--- src/rtl/ps2_key_counter.sv ---
// PS/2 keyboard front end: frame receiver, make/break/typematic decoder
// and an 8-bit count of distinct key presses for the BCD display path.
module ps2_key_counter #(
    parameter int SYNC_STAGES = 3,
    parameter int TIMEOUT     = 50000
) (
    input  logic       clk,
    input  logic       rst,
    input  logic       ps2_clk,
    input  logic       ps2_data,
    output logic [7:0] o_key,
    output logic       o_pressed,
    output logic [7:0] o_count,
    output logic       o_valid,
    output logic [7:0] o_data,
    output logic       o_err
);

    localparam int TW = $clog2(TIMEOUT + 1);

    typedef enum logic [1:0] {IDLE, HELD, BREAK} key_state_t;

    logic [SYNC_STAGES-1:0] clk_sync;
    logic [SYNC_STAGES-1:0] data_sync;
    logic                   clk_prev;
    logic                   fall;
    logic                   data_s;
    logic                   frame_ok;
    logic [3:0]             bit_cnt;
    logic [9:0]             shift;
    logic [TW-1:0]          idle_cnt;
    key_state_t             state;

    always_ff @(posedge clk) begin
        if (rst) begin
            clk_sync  <= '1;
            data_sync <= '1;
            clk_prev  <= 1'b1;
        end else begin
            clk_sync  <= {clk_sync[SYNC_STAGES-2:0], ps2_clk};
            data_sync <= {data_sync[SYNC_STAGES-2:0], ps2_data};
            clk_prev  <= clk_sync[SYNC_STAGES-1];
        end
    end

    assign fall   = clk_prev & ~clk_sync[SYNC_STAGES-1];
    assign data_s = data_sync[SYNC_STAGES-1];

    // After ten shifts: shift[0] is the start bit, [8:1] the data, [9] the parity.
    assign frame_ok = ~shift[0] & (^shift[9:1]) & data_s;

    always_ff @(posedge clk) begin
        if (rst) begin
            bit_cnt  <= 4'd0;
            shift    <= 10'd0;
            idle_cnt <= '0;
            o_valid  <= 1'b0;
            o_err    <= 1'b0;
            o_data   <= 8'd0;
        end else begin
            o_valid <= 1'b0;
            o_err   <= 1'b0;
            if (fall) begin
                idle_cnt <= '0;
                if (bit_cnt == 4'd10) begin
                    bit_cnt <= 4'd0;
                    o_valid <= frame_ok;
                    o_err   <= ~frame_ok;
                    if (frame_ok) begin
                        o_data <= shift[8:1];
                    end
                end else begin
                    shift   <= {data_s, shift[9:1]};
                    bit_cnt <= bit_cnt + 4'd1;
                end
            end else if (bit_cnt != 4'd0) begin
                // A stalled partial frame is dropped silently.
                if (idle_cnt == TW'(TIMEOUT - 1)) begin
                    bit_cnt  <= 4'd0;
                    idle_cnt <= '0;
                end else begin
                    idle_cnt <= idle_cnt + TW'(1);
                end
            end else begin
                idle_cnt <= '0;
            end
        end
    end

    always_ff @(posedge clk) begin
        if (rst) begin
            state     <= IDLE;
            o_key     <= 8'd0;
            o_pressed <= 1'b0;
            o_count   <= 8'd0;
        end else if (o_valid && o_data != 8'hE0) begin
            case (state)
                IDLE: begin
                    if (o_data == 8'hF0) begin
                        state <= BREAK;
                    end else begin
                        o_key     <= o_data;
                        o_pressed <= 1'b1;
                        o_count   <= o_count + 8'd1;
                        state     <= HELD;
                    end
                end
                HELD: begin
                    if (o_data == 8'hF0) begin
                        state <= BREAK;
                    end else if (o_data != o_key) begin
                        o_key   <= o_data;
                        o_count <= o_count + 8'd1;
                    end
                end
                BREAK: begin
                    o_pressed <= 1'b0;
                    state     <= IDLE;
                end
                default: state <= IDLE;
            endcase
        end
    end

endmodule
--- config.mk ---
export PLATFORM = sky130hd
export DESIGN_NAME = ps2_key_counter
export DESIGN_NICKNAME = d
export VERILOG_FILES = /design/src/rtl/ps2_key_counter.sv
export SDC_FILE = /design/constraint.sdc
export NUM_CORES = 1
export LEC_CHECK = 0
export CAP_MARGIN = 5
export CORE_MARGIN = 1.5
export CORE_UTILIZATION = 40
export DETAILED_ROUTE_END_ITERATION = 16
export GPL_ROUTABILITY_DRIVEN = 0
export PLACE_DENSITY_LB_ADDON = 0.12
export SYNTH_ARGS = -nofsm -noshare
export SYNTH_HDL_FRONTEND = slang
export SYNTH_SLANG_ARGS = --single-unit
--- constraint.sdc ---
create_clock -name clk -period 2.4 [get_ports clk]
set_input_delay 0.48 -clock clk [delete_from_list [all_inputs] [get_ports clk]]
set_output_delay 0.48 -clock clk [all_outputs]
set_load 0.01 [all_outputs]
### Word-level counts from Yosys, hierarchy flattened

Cells that the tools add are included.

| operators by class | value |
|---|---|
| add/subtract/negate cells | 3 |
| equality and inequality tests | 11 |
| mux-type cells | 17 |
| bitwise gates (word level) | 9 |
| reduce and logical (&&, ||, !) cells | 16 |

Operators with widths:

| operator | number |
|---|---|
| 2-to-1 mux 8 bit | 6 |
| one-hot mux 8 bit (2 select lines) | 2 |
| adder 16 x 1 -> 16 bit (second input constant) | 1 |
| equality test 16 bit (second input constant) | 1 |
| 2-to-1 mux 4 bit | 4 |
| XOR reduction 9 bit | 1 |
| adder 8 x 1 -> 8 bit (second input constant) | 1 |
| equality test 8 bit (second input constant) | 1 |
| inequality test 2 bit (second input constant) | 4 |
| inequality test 8 bit | 1 |
| inequality test 8 bit (second input constant) | 1 |
| nonzero test 2 bit | 4 |
| inverter 1 bit | 6 |
| AND reduction 2 bit | 3 |
| AND reduction 3 bit | 2 |
| AND reduction 5 bit | 1 |
| adder 4 x 1 -> 4 bit (second input constant) | 1 |
| equality test 4 bit (second input constant) | 1 |
| 2-to-1 mux 2 bit | 2 |
| one-hot mux 2 bit (2 select lines) | 1 |
| nonzero test 4 bit | 1 |
| OR reduction 4 bit | 1 |
| bitwise AND 1 bit | 3 |
| OR reduction 3 bit | 1 |
| 6 further kinds | 6 |

| word-level totals | value |
|---|---|
| register bits | 66 |
| bits of input ports | 4 |
| output and inout bits | 27 |

### Logic depth before layout (Yosys ltp)

| depth | value |
|---|---|
| word-level depth | 4 |
| depth in mapped cells | 7 |
| mapped depth without buffers | 7 |

### Worst setup path before layout

OpenSTA, ideal clock, no wires.

| timing | value |
|---|---|
| kind | register to register |
| start | reg shift[5] |
| end | reg o_data[0] |
| arrival time | 1.591 ns |
| required time | 2.272 ns |
| setup slack | 0.682 ns |
| stages on the path, launching flop included | 6 |
| path buffers | 0 |
| period minus slack after synthesis | 1.718 ns |
| cells stage by stage | dfxtp_1 -> xor2_1 -> xnor3_2 -> mux2i_4 -> mux2i_1 -> nor2_1 |

| on the way | value |
|---|---|
| cells in the longest elaborated chain, start to end | 4 |

RTL lines:

| what | line | text |
|---|---|---|
| from (decl) | 30 | `logic [9:0] shift;` |
| from (signal assigned) | 73 | `shift <= {data_s, shift[9:1]};` |
| XOR reduction 9 bit | 50 | `assign frame_ok = ~shift[0] & (^shift[9:1]) & data_s;` |
| bitwise AND 1 bit (2 in a row) | 50 |  |
| AND reduction 3 bit (no source line) | -- |  |
| to (signal assigned) | 70 | `o_data <= shift[8:1];` |
| to (decl) | 15 | `output logic [7:0] o_data,` |

Every way passes these cells.
A chain may end at the register's enable or synchronous reset.

### Final worst setup path

| timing | value |
|---|---|
| start | reg o_data[1] |
| end | out o_data[1] |

No word-level cell between the ends.

==> results.json <==
{
  "seqPwrFrac_pct": 49.9,
  "clk_latency_ns": 0.34,
  "nNetsFinal": 354,
  "routed_via_density": 4.879,
  "final_common_cell": "dfxtp_1",
  "fin_skew_ns": 0.01190,
  "required_ns": 1.92,
  "finalWirelength_um": 5471,
  "reg2reg_depth": 5,
  "leakage_uw": 0.001291,
  "antenna_found_initial": 0,
  "die_x_um": 86.95,
  "holdPathStages": 1,
  "numCtsBuffers": 9,
  "cts_tree": "built",
  "finalCritPeriodShare_pct": 78.91,
  "antenna_cells": 0,
  "core_area_um2": 6794,
  "fin_crit_ns": 1.894,
  "initial_utilization_pct": 41.49,
  "wl_met2_um": 2281,
  "maxSlewHeadroom_pct": 67.58,
  "finalSetupViolCount": 0,
  "grt_util_all_layers_pct": 16.18,
  "power.internal_uw": 1763,
  "syn_inst": 311,
  "fill_cells": 653,
  "dp_cells": 430,
  "first_global_vias": 2025,
  "grt_max_degree": 35,
  "layout_common_cells": "66 x dfxtp_1, 45 x nor2_1, 30 x nand2_1",
  "setup_tns_ns": 0,
  "cap_violations": 0,
  "crit_path_start_kind": "register",
  "final-max-slew-violation-count": 0,
  "cts.sinks": 66,
  "cts_resized": 0,
  "critPathKind": "reg -> out",
  "synth_nets": 320,
  "hold_buffers": 0,
  "yosysWarnings": 0,
  "holdPathEnd": "clk_sync[1]$_SDFF_PP1_",
  "sw_frac_of_total_pct": 20.51,
  "power_frac_clock_pct": 48.0,
  "syn-cell-area_um2": 2819,
  "path_buf_inv": 1,
  "cp_max_fo": 7,
  "hold_path_startpoint": "clk_sync[0]$_SDFF_PP1_",
  "synth_seq_area_share_pct": 46.87,
  "top_layer_used": "met4",
  "postLayoutCoreUtil_pct": 51.05,
  "drive_gt1_share_pct": 8.857,
  "crit_path_max_incr_delay_ns": 0.59,
  "r2r-start": "shift[5]$_SDFFE_PP0P_",
  "clockBufferDepth": 2,
  "grt_pass1_wl_um": 9535,
  "max-vdd-ir-drop_mv": 0.4284,
  "rr_endpoint": "o_data[6]$_SDFFE_PP0P_",
  "drt-wirelength-per-cell_um": 12.27,
  "area_delta_synth_final_pct": 23.04,
  "multiInputGateArea_um2": 1426,
  "hold_path.class": "reg -> reg",
  "ys_types": 38,
  "cp-end-kind": "primary output",
  "die-area_um2": 7560,
  "path_clk_slew_ns": 0.07,
  "combinationalPowerShare_pct": 2.1,
  "crit_family": "buffers and inverters",
  "worstMarginPinSlew_ns": 0.4864,
  "dpl.hpwl_um": 3691,
  "whs_ns": 0.4059,
  "p_sw_uw": 454.8,
  "post-cts-setup-buffer-count": 0,
  "crit_arrival_ns": 1.41,
  "cts_max_level": 3,
  "power_density_nw_per_um2": 639.4,
  "drt-pass1-iter-count": 4,
  "hold_violations": 0,
  "num_vias": 2176,
  "root_buffer": "clkbuf_8",
  "ys_ff_latch": 66,
  "antenna_left": 0,
  "cp_slowest_cell": "clkdlybuf4s50_1",
  "seqCellArea_um2": 1321,
  "num_io_pins": 31,
  "die_height_um": 86.95,
  "num_rows": 30,
  "wl_met1_um": 2834,
  "drcViolationCount": 0,
  "stdcell_count": 446,
  "worstPathCellList": "clkdlybuf4s50_1",
  "syn_area_per_cell_um2": 9.064,
  "status": "completed",
  "overflow": 0,
  "drt_iter0_markers": 96,
  "r2r_setup_slack_ns": 0.52,
  "io_buffers": 30,
  "clock.fmax_mhz": 528.1,
  "wl_met3_um": 258,
  "rsz0062_at_grt": "no"
}
==> power groups by stage <==
| stage | Combinational (µW) | Clock, µW | Sequential, µW |
|---|---|---|---|
| floorplan | 30.6 | 0 | 1130 |
| global placement | 46.9 | 0 | 1130 |
| detailed placement | 47.6 | 0 | 1130 |
| CTS | 47.7 | 1090 | 1110 |
| global route | 53.0 | 1140 | 1110 |
| finish | 46.3 | 1070 | 1110 |
==> synthesized netlist by cell type (all sizes together) <==
master	instances	area, µm²
xor3	1	23.77
ha	5	62.56
nor3	4	20.02
a41oi	1	8.760
a32oi	1	8.760
and2	2	12.51
or3	2	12.51
nor2b	4	25.02
o21bai	1	7.510
a22oi	1	7.510
clkbuf	9	33.78
mux2i	18	192.7
nor3b	2	15.01
a21oi	22	110.1
inv	9	33.78
dfxtp	66	1321
nor4	8	50.05
xor2	17	148.9
a21o	6	45.04
or2	7	43.79
nor2	45	168.9
o41ai	1	8.760
nand3	13	65.06
nand4b	1	8.760
and4	3	26.28
nand4	3	18.77
nand3b	2	15.01
o21ai	4	20.02
a31oi	2	12.51
nand2	30	112.6
buf	2	10.01
xnor3	1	23.77
xnor2	9	78.83
and3	4	25.02
nand2b	3	18.77
or4	1	7.510
nor4b	1	15.01
==> sequential cells by signal, indices dropped and copies added, names as in the netlist <==
register and flops:
o_key 8, o_data 8, state 2, data_sync 3, bit_cnt 4, o_valid 1, shift 10, idle_cnt 16
o_count 8, o_err 1, clk_sync 3, o_pressed 1, clk_prev 1
==> area by class of cell <==
type	count	area share [%]
Multi-Input combinational cell	225	41.13
Sequential cell	66	38.10
Timing Repair Buffer	34	9.740
Clock buffer	12	4.473
Tap cell	96	3.463
Clock inverter	4	2.128
Inverter	9	0.9740
==> cells by family (layout without fill, tap and decap cells) <==
kind of cell	Yosys count	after routing	synth area share [%]
DFF	66	66	46.87
muxes	18	18	6.835
adders and majority gates	5	5	2.219
AOI/OAI and AO/OA	39	39	8.123
and+or+nand+nor	135	135	23.43
buffers and inverters	20	59	2.752
xor gates and xnor gates	28	28	9.765
==> routing by layer <==
metal	GRT usage [%]	vias up
met5	0	-
met4	5.865	0
met3	4.929	9
met2	23.75	44
met1	22.35	1001
li1	-	1122
==> per-stage QoR <==
| stage | setup WS [ns] | total power [µW] | instance area (µm²) |
|---|---|---|---|
| 6_report | 0.5062 | 2218 | 3468 |
| 5_1_grt | 0.3217 | 2303 | 3468 |
| 4_1_cts | 0.4930 | 2242 | 3468 |
| 3_5_place_dp | 0.5286 | 1179 | 3239 |
| 3_3_place_gp | 0.5677 | 1178 | 3239 |
| 2_1_floorplan | 0.6816 | 1162 | 2819 |
==> worst max path at each step <==
stage / start / to / slack (ns) / depth (start not counted)
after floorplan: shift[5]$_SDFFE_PP0P_ / o_data[0]$_SDFFE_PP0P_ / 0.68 / 5
after global placement: shift[5]$_SDFFE_PP0P_ / o_data[5]$_SDFFE_PP0P_ / 0.57 / 5
after detailed placement: shift[5]$_SDFFE_PP0P_ / o_data[7]$_SDFFE_PP0P_ / 0.53 / 5
after CTS: o_data[1]$_SDFFE_PP0P_ / o_data[1] / 0.49 / 1
after global routing: idle_cnt[0]$_SDFF_PP0_ / idle_cnt[4]$_SDFF_PP0_ / 0.32 / 6
final: o_data[1]$_SDFFE_PP0P_ / o_data[1] / 0.51 / 1
No activity file was read; power rests on OpenSTA's default activity.
